[src/rtl/pipeline_hazard_ctrl_pkg.sv]
// Shared definitions for the pipeline sequencing controller: branch codes,
// controller states and default counter width.
package pipeline_hazard_ctrl_pkg;

  typedef enum logic [2:0] {
    BRANCH_NOP = 3'd0,
    BRANCH_EQ  = 3'd1,
    BRANCH_NEQ = 3'd2,
    BRANCH_LTZ = 3'd3,
    BRANCH_GTZ = 3'd4
  } branch_e;

  typedef enum logic {
    ST_RUN      = 1'b0,
    ST_REDIRECT = 1'b1
  } state_e;

  localparam int unsigned DEF_CNT_W = 16;

endpackage

[src/rtl/pipeline_hazard_ctrl_sat_counter.sv]
// Saturating up-counter with synchronous clear; clear wins over increment.
module sat_counter #(
  parameter int unsigned CNT_W = pipeline_hazard_ctrl_pkg::DEF_CNT_W
) (
  input  logic             clk,
  input  logic             rst_n,
  input  logic             inc,
  input  logic             clr,
  output logic [CNT_W-1:0] cnt
);

  always_ff @(posedge clk) begin
    if (!rst_n) begin
      cnt <= '0;
    end else if (clr) begin
      cnt <= '0;
    end else if (inc && (cnt != '1)) begin
      cnt <= cnt + 1'b1;
    end
  end

endmodule

[src/rtl/pipeline_hazard_ctrl.sv]
// 5-stage pipeline sequencing controller: branch redirect via a registered
// target, load-use bubbles, memory-busy freeze and saturating event counters.
module pipeline_hazard_ctrl
  import pipeline_hazard_ctrl_pkg::*;
#(
  parameter int unsigned ADDR_W = 32,
  parameter int unsigned REG_W  = 5,
  parameter int unsigned CNT_W  = DEF_CNT_W
) (
  input  logic              clk,
  input  logic              rst_n,
  input  logic              branch_taken,
  input  logic [2:0]        branch_control,
  input  logic [ADDR_W-1:0] branch_target,
  input  logic              id_ex_mem_read,
  input  logic [REG_W-1:0]  id_ex_rt,
  input  logic [REG_W-1:0]  if_id_rs,
  input  logic [REG_W-1:0]  if_id_rt,
  input  logic              if_id_uses_rt,
  input  logic              mem_busy,
  input  logic              cnt_clear,
  output logic              pc_write,
  output logic              pc_load,
  output logic [ADDR_W-1:0] pc_target,
  output logic              if_id_write,
  output logic              if_id_flush,
  output logic              id_ex_write,
  output logic              id_ex_flush,
  output logic              ex_mem_write,
  output logic [CNT_W-1:0]  cnt_branches,
  output logic [CNT_W-1:0]  cnt_taken,
  output logic [CNT_W-1:0]  cnt_stalls
);

  state_e            state, state_d;
  logic [ADDR_W-1:0] tgt_q, tgt_d;
  logic              load_use;
  logic              inc_branch, inc_taken, inc_stall;

  assign load_use = id_ex_mem_read && (id_ex_rt != '0) &&
                    ((id_ex_rt == if_id_rs) ||
                     (if_id_uses_rt && (id_ex_rt == if_id_rt)));

  assign pc_target = tgt_q;

  always_ff @(posedge clk) begin
    if (!rst_n) begin
      state <= ST_RUN;
      tgt_q <= '0;
    end else begin
      state <= state_d;
      tgt_q <= tgt_d;
    end
  end

  always_comb begin
    state_d      = state;
    tgt_d        = tgt_q;
    pc_write     = 1'b0;
    pc_load      = 1'b0;
    if_id_write  = 1'b0;
    if_id_flush  = 1'b0;
    id_ex_write  = 1'b0;
    id_ex_flush  = 1'b0;
    ex_mem_write = 1'b0;
    inc_branch   = 1'b0;
    inc_taken    = 1'b0;
    inc_stall    = 1'b0;

    if (!rst_n) begin
      state_d = ST_RUN;
    end else if (mem_busy) begin
      // EX and ID re-present next cycle, so only the stall is recorded
      inc_stall = 1'b1;
    end else if (state == ST_REDIRECT) begin
      pc_write     = 1'b1;
      pc_load      = 1'b1;
      if_id_write  = 1'b1;
      if_id_flush  = 1'b1;
      id_ex_write  = 1'b1;
      ex_mem_write = 1'b1;
      state_d      = ST_RUN;
    end else begin
      inc_branch = (branch_control != BRANCH_NOP);
      if (branch_taken) begin
        pc_write     = 1'b1;
        if_id_write  = 1'b1;
        if_id_flush  = 1'b1;
        id_ex_write  = 1'b1;
        id_ex_flush  = 1'b1;
        ex_mem_write = 1'b1;
        tgt_d        = branch_target;
        state_d      = ST_REDIRECT;
        inc_taken    = 1'b1;
      end else if (load_use) begin
        id_ex_write  = 1'b1;
        id_ex_flush  = 1'b1;
        ex_mem_write = 1'b1;
        inc_stall    = 1'b1;
      end else begin
        pc_write     = 1'b1;
        if_id_write  = 1'b1;
        id_ex_write  = 1'b1;
        ex_mem_write = 1'b1;
      end
    end
  end

  sat_counter #(.CNT_W(CNT_W)) u_cnt_branches (
    .clk   (clk),
    .rst_n (rst_n),
    .inc   (inc_branch),
    .clr   (cnt_clear),
    .cnt   (cnt_branches)
  );

  sat_counter #(.CNT_W(CNT_W)) u_cnt_taken (
    .clk   (clk),
    .rst_n (rst_n),
    .inc   (inc_taken),
    .clr   (cnt_clear),
    .cnt   (cnt_taken)
  );

  sat_counter #(.CNT_W(CNT_W)) u_cnt_stalls (
    .clk   (clk),
    .rst_n (rst_n),
    .inc   (inc_stall),
    .clr   (cnt_clear),
    .cnt   (cnt_stalls)
  );

endmodule

[config.mk]
export PLATFORM = sky130hd
export DESIGN_NAME = pipeline_hazard_ctrl
export DESIGN_NICKNAME = d
export VERILOG_FILES = /design/src/rtl/pipeline_hazard_ctrl_pkg.sv /design/src/rtl/pipeline_hazard_ctrl_sat_counter.sv /design/src/rtl/pipeline_hazard_ctrl.sv
export SDC_FILE = /design/constraint.sdc
export NUM_CORES = 1
export LEC_CHECK = 0
export ABC_AREA = 1
export CORE_MARGIN = 1
export CORE_UTILIZATION = 50
export CTS_BUF_LIST = sky130_fd_sc_hd__clkbuf_4
export DETAILED_ROUTE_END_ITERATION = 10
export GPL_TIMING_DRIVEN = 0
export PLACE_DENSITY = 0.88
export SYNTH_ARGS = -nofsm -noshare
export SYNTH_HDL_FRONTEND = slang
export SYNTH_SLANG_ARGS = --single-unit
[constraint.sdc]
create_clock -name clk -period 3.4 [get_ports clk]
set_input_delay 0.68 -clock clk [delete_from_list [all_inputs] [get_ports clk]]
set_output_delay 0.68 -clock clk [all_outputs]
set_load 0.005 [all_outputs]
==> impl_metrics.py <==
metrics = {
    "logic_synthesis": {
        "yosysUniqueCellTypes": 37,
        "synthTopCellsByCount": "nand2_1, dfxtp_1, nor2_1",
        "synthFlopType": "dfxtp_1",
        "synthTopCellsByArea": "dfxtp_1, nand2_1, a21oi_1",
        "synth_cells": 592,
        "async_flop_share": 0,
        "yosysSeqAreaShare": 0.395,
        "synth_area_um2": 4110,
        "synth_top_area_frac": 0.395,
        "synth_top_area_cell": "dfxtp_1",
        "synth_edf_count": 0,
        "yosysMostFrequentCell": "nand2_1",
        "ys_ff_latch": 81,
        "synth_nets": 652,
        "avgSynthCellArea_um2": 6.94,
        "yosysWarningCount": 0,
    },
    "floorplan": {
        "core_area_um2": 7850,
        "pin_count": 144,
        "start_util": 0.523,
        "rows": 32,
        "die_area_um2": 8580,
        "die_w_um": 92.6,
        "die_h_um": 92.6,
    },
    "clock_tree": {
        "postCtsSetupBuffers": 0,
        "clk_pin_slew_ns": 0.14,
        "clock-sinks": 81,
        "cts_root_buffer": "clkbuf_4",
        "cts.path.max_buffers": 2,
        "cts_tree": "built",
        "ctsHoldBuffers": 0,
        "numCtsBuffers": 9,
        "post_cts_resize_count": 0,
        "clock_latency_ns": 0.41,
        "htree_levels": 3,
    },
    "sta": {
        "slew_viol_final": 0,
        "fin_tns_setup_ns": 0,
        "layout_min_cycle_time_ns": 3.11,
        "setup_viol": 0,
        "clock_skew_ns": 0.0218,
        "final-hold-violation-count": 0,
        "fin_crit_sh": 0.916,
        "fmax_mhz": 321,
        "slew_headroom": 0.603,
        "rsz0062_at_grt": "no",
        "worst_pin_slew_ns": 0.595,
    },
    "pwr": {
        "swShare": 0.248,
        "power_density_nw_per_um2": 323,
        "comb_power_share": 0.131,
        "ir_drop_v": 0.000273,
        "pwr-share-clk": 0.345,
        "power_leakage_uw": 0.00216,
        "p_switching_uw": 467,
        "internal_power_uw": 1410,
        "p_seq_frac": 0.524,
    },
    "critical_path": {
        "cp_max_fo": 4,
        "cp.arrival_ns": 2.43,
        "start_kind": "primary input",
        "required_ns": 2.72,
        "end_kind": "primary output",
        "crit_type": "in -> out",
    },
    "outcome": {
        "status": "completed",
    },
    "drt": {
        "wl_per_cell_um": 13.3,
        "ant_nets": 0,
        "via_per_inst": 5.11,
        "drtIter0Drc": 174,
        "drc": 0,
        "wl_um": 11300,
        "num_vias": 4352,
        "drt_pass1_iterations": 5,
    },
    "cells_and_area": {
        "design_area_um2": 5820,
        "diodes": 0,
        "nets": 805,
        "area_growth_pct": 41.8,
        "drive_gt1_frac": 0.0747,
    },
    "place": {
        "post_dp_cell_area_um2": 5660,
        "dp_hpwl_um": 8830,
        "io_buffers": 142,
        "globalplace.congestion": 0.921,
    },
    "global_routing": {
        "grt_max_degree": 15,
        "antenna_found_initial": 0,
        "grt_pass1_vias": 4274,
        "grt_util_all_layers": 0.275,
        "grt_pass1_wl_um": 19000,
        "grt-ovfl-total": 0,
    },
    "worst_hold_path": {
        "min_path_type": "reg -> reg",
    },
    "run": {
        "maxCapViolations": 0,
    },
}
stage by stage:
step / total power (uW) / hold WS, ns / setup slack [ns] / instances / util
3_5_place_dp: 1250 / 0.456 / 0.286 / 836 / 0.721
5_1_grt: 1970 / 0.495 / 0.140 / 852 / 0.742
2_1_floorplan: 1100 / 0.457 / 1.38 / 592 / -
3_3_place_gp: 1250 / 0.449 / 0.309 / 836 / 0.721
4_1_cts: 1900 / 0.475 / 0.284 / 852 / 0.742
6_report: 1880 / 0.470 / 0.285 / 852 / 0.742
layout make-up:
class                      count  area [um2]
inverter                      58         218
buffer                        23         115
clock buffer                  10        75.1
sequential                    81        1620
timing repair buffer         142        1420
fill                         626        2020
multi-input combinational    430        2150
tap                          102         128
clock inverter                 6        92.6
final timing paths:
path,end,from,depth (start not counted),slack (ns)
worst min register to register,pc_target[22],pc_target[22],2,0.47
worst max register to register,u_cnt_stalls.cnt[14],u_cnt_stalls.cnt[0],9,1.38
worst max-delay path,pc_write,id_ex_rt[4],12,0.29
worst min-delay path,pc_target[22],pc_target[22],2,0.47
power groups by stage:
stage          Sequential [uW]  Combinational [uW]  Clock [uW]
5_1_grt                    989                 272         706
6_report                   986                 247         649
4_1_cts                    986                 248         663
3_3_place_gp              1000                 241           0
2_1_floorplan             1010                98.0           0
3_5_place_dp              1010                 247           0
routing by layer:
| metal | GRT usage | routed length, um | part of all wire | vias up |
|---|---|---|---|---|
| met5 | 0 | 0 | 0 | - |
| met4 | 0.100 | 135 | 0.012 | 0 |
| met3 | 0.0821 | 918 | 0.081 | 13 |
| met2 | 0.490 | 5730 | 0.51 | 140 |
| met1 | 0.308 | 4550 | 0.40 | 1970 |
| li1 | - | - | - | 2229 |
logic make-up after synthesis:
group / Yosys count / synth area share
AO/OA/AOI/OAI: 81 / 0.106
XOR/XNOR: 24 / 0.0512
adder cells (fa/ha/maj): 3 / 0.00914
buffers and inverters: 81 / 0.0810
flip-flops: 81 / 0.395
AND/OR/NAND/NOR: 322 / 0.358
registers in the layout, indices dropped and copies added, names as in the netlist:
register,flops
state,1
u_cnt_branches.cnt,16
pc_target,32
u_cnt_stalls.cnt,16
u_cnt_taken.cnt,16
worst max-delay path, cell delays in order:
cell	delay (ns)
clkdlybuf4s50_1	0.54
inv_2	0.05
nand2_1	0.05
nand2_1	0.05
nor2_1	0.12
nand3_1	0.09
nand2_1	0.08
nand3_1	0.11
nand2_1	0.08
inv_1	0.05
buf_4	0.12
clkdlybuf4s50_1	0.43
cell usage in the layout (no fill, tap or decap), types with 3 or more instances in the layout:
cell type        netlist  final
o21ai_0               15     15
nor2_4                 3      3
dfxtp_1               81     81
xnor2_1               12     12
a21oi_1               51     51
nor3_1                11     11
inv_2                  9      9
ha_1                   3      3
nand4_1               24     24
nand3_2                3      3
a21oi_2                6      6
o21ai_1                6      6
nand2_1              167    167
clkdlybuf4s50_1        0    142
nor4_1                 3      3
xor2_1                12     12
inv_1                 48     48
nor2_1                66     66
and3_1                 3      3
clkbuf_4               0     10
clkbuf_1              14     14
nand3_1               27     27
nand2_2                3      3
buf_4                  5      5
No activity file was read; power rests on OpenSTA's default activity.
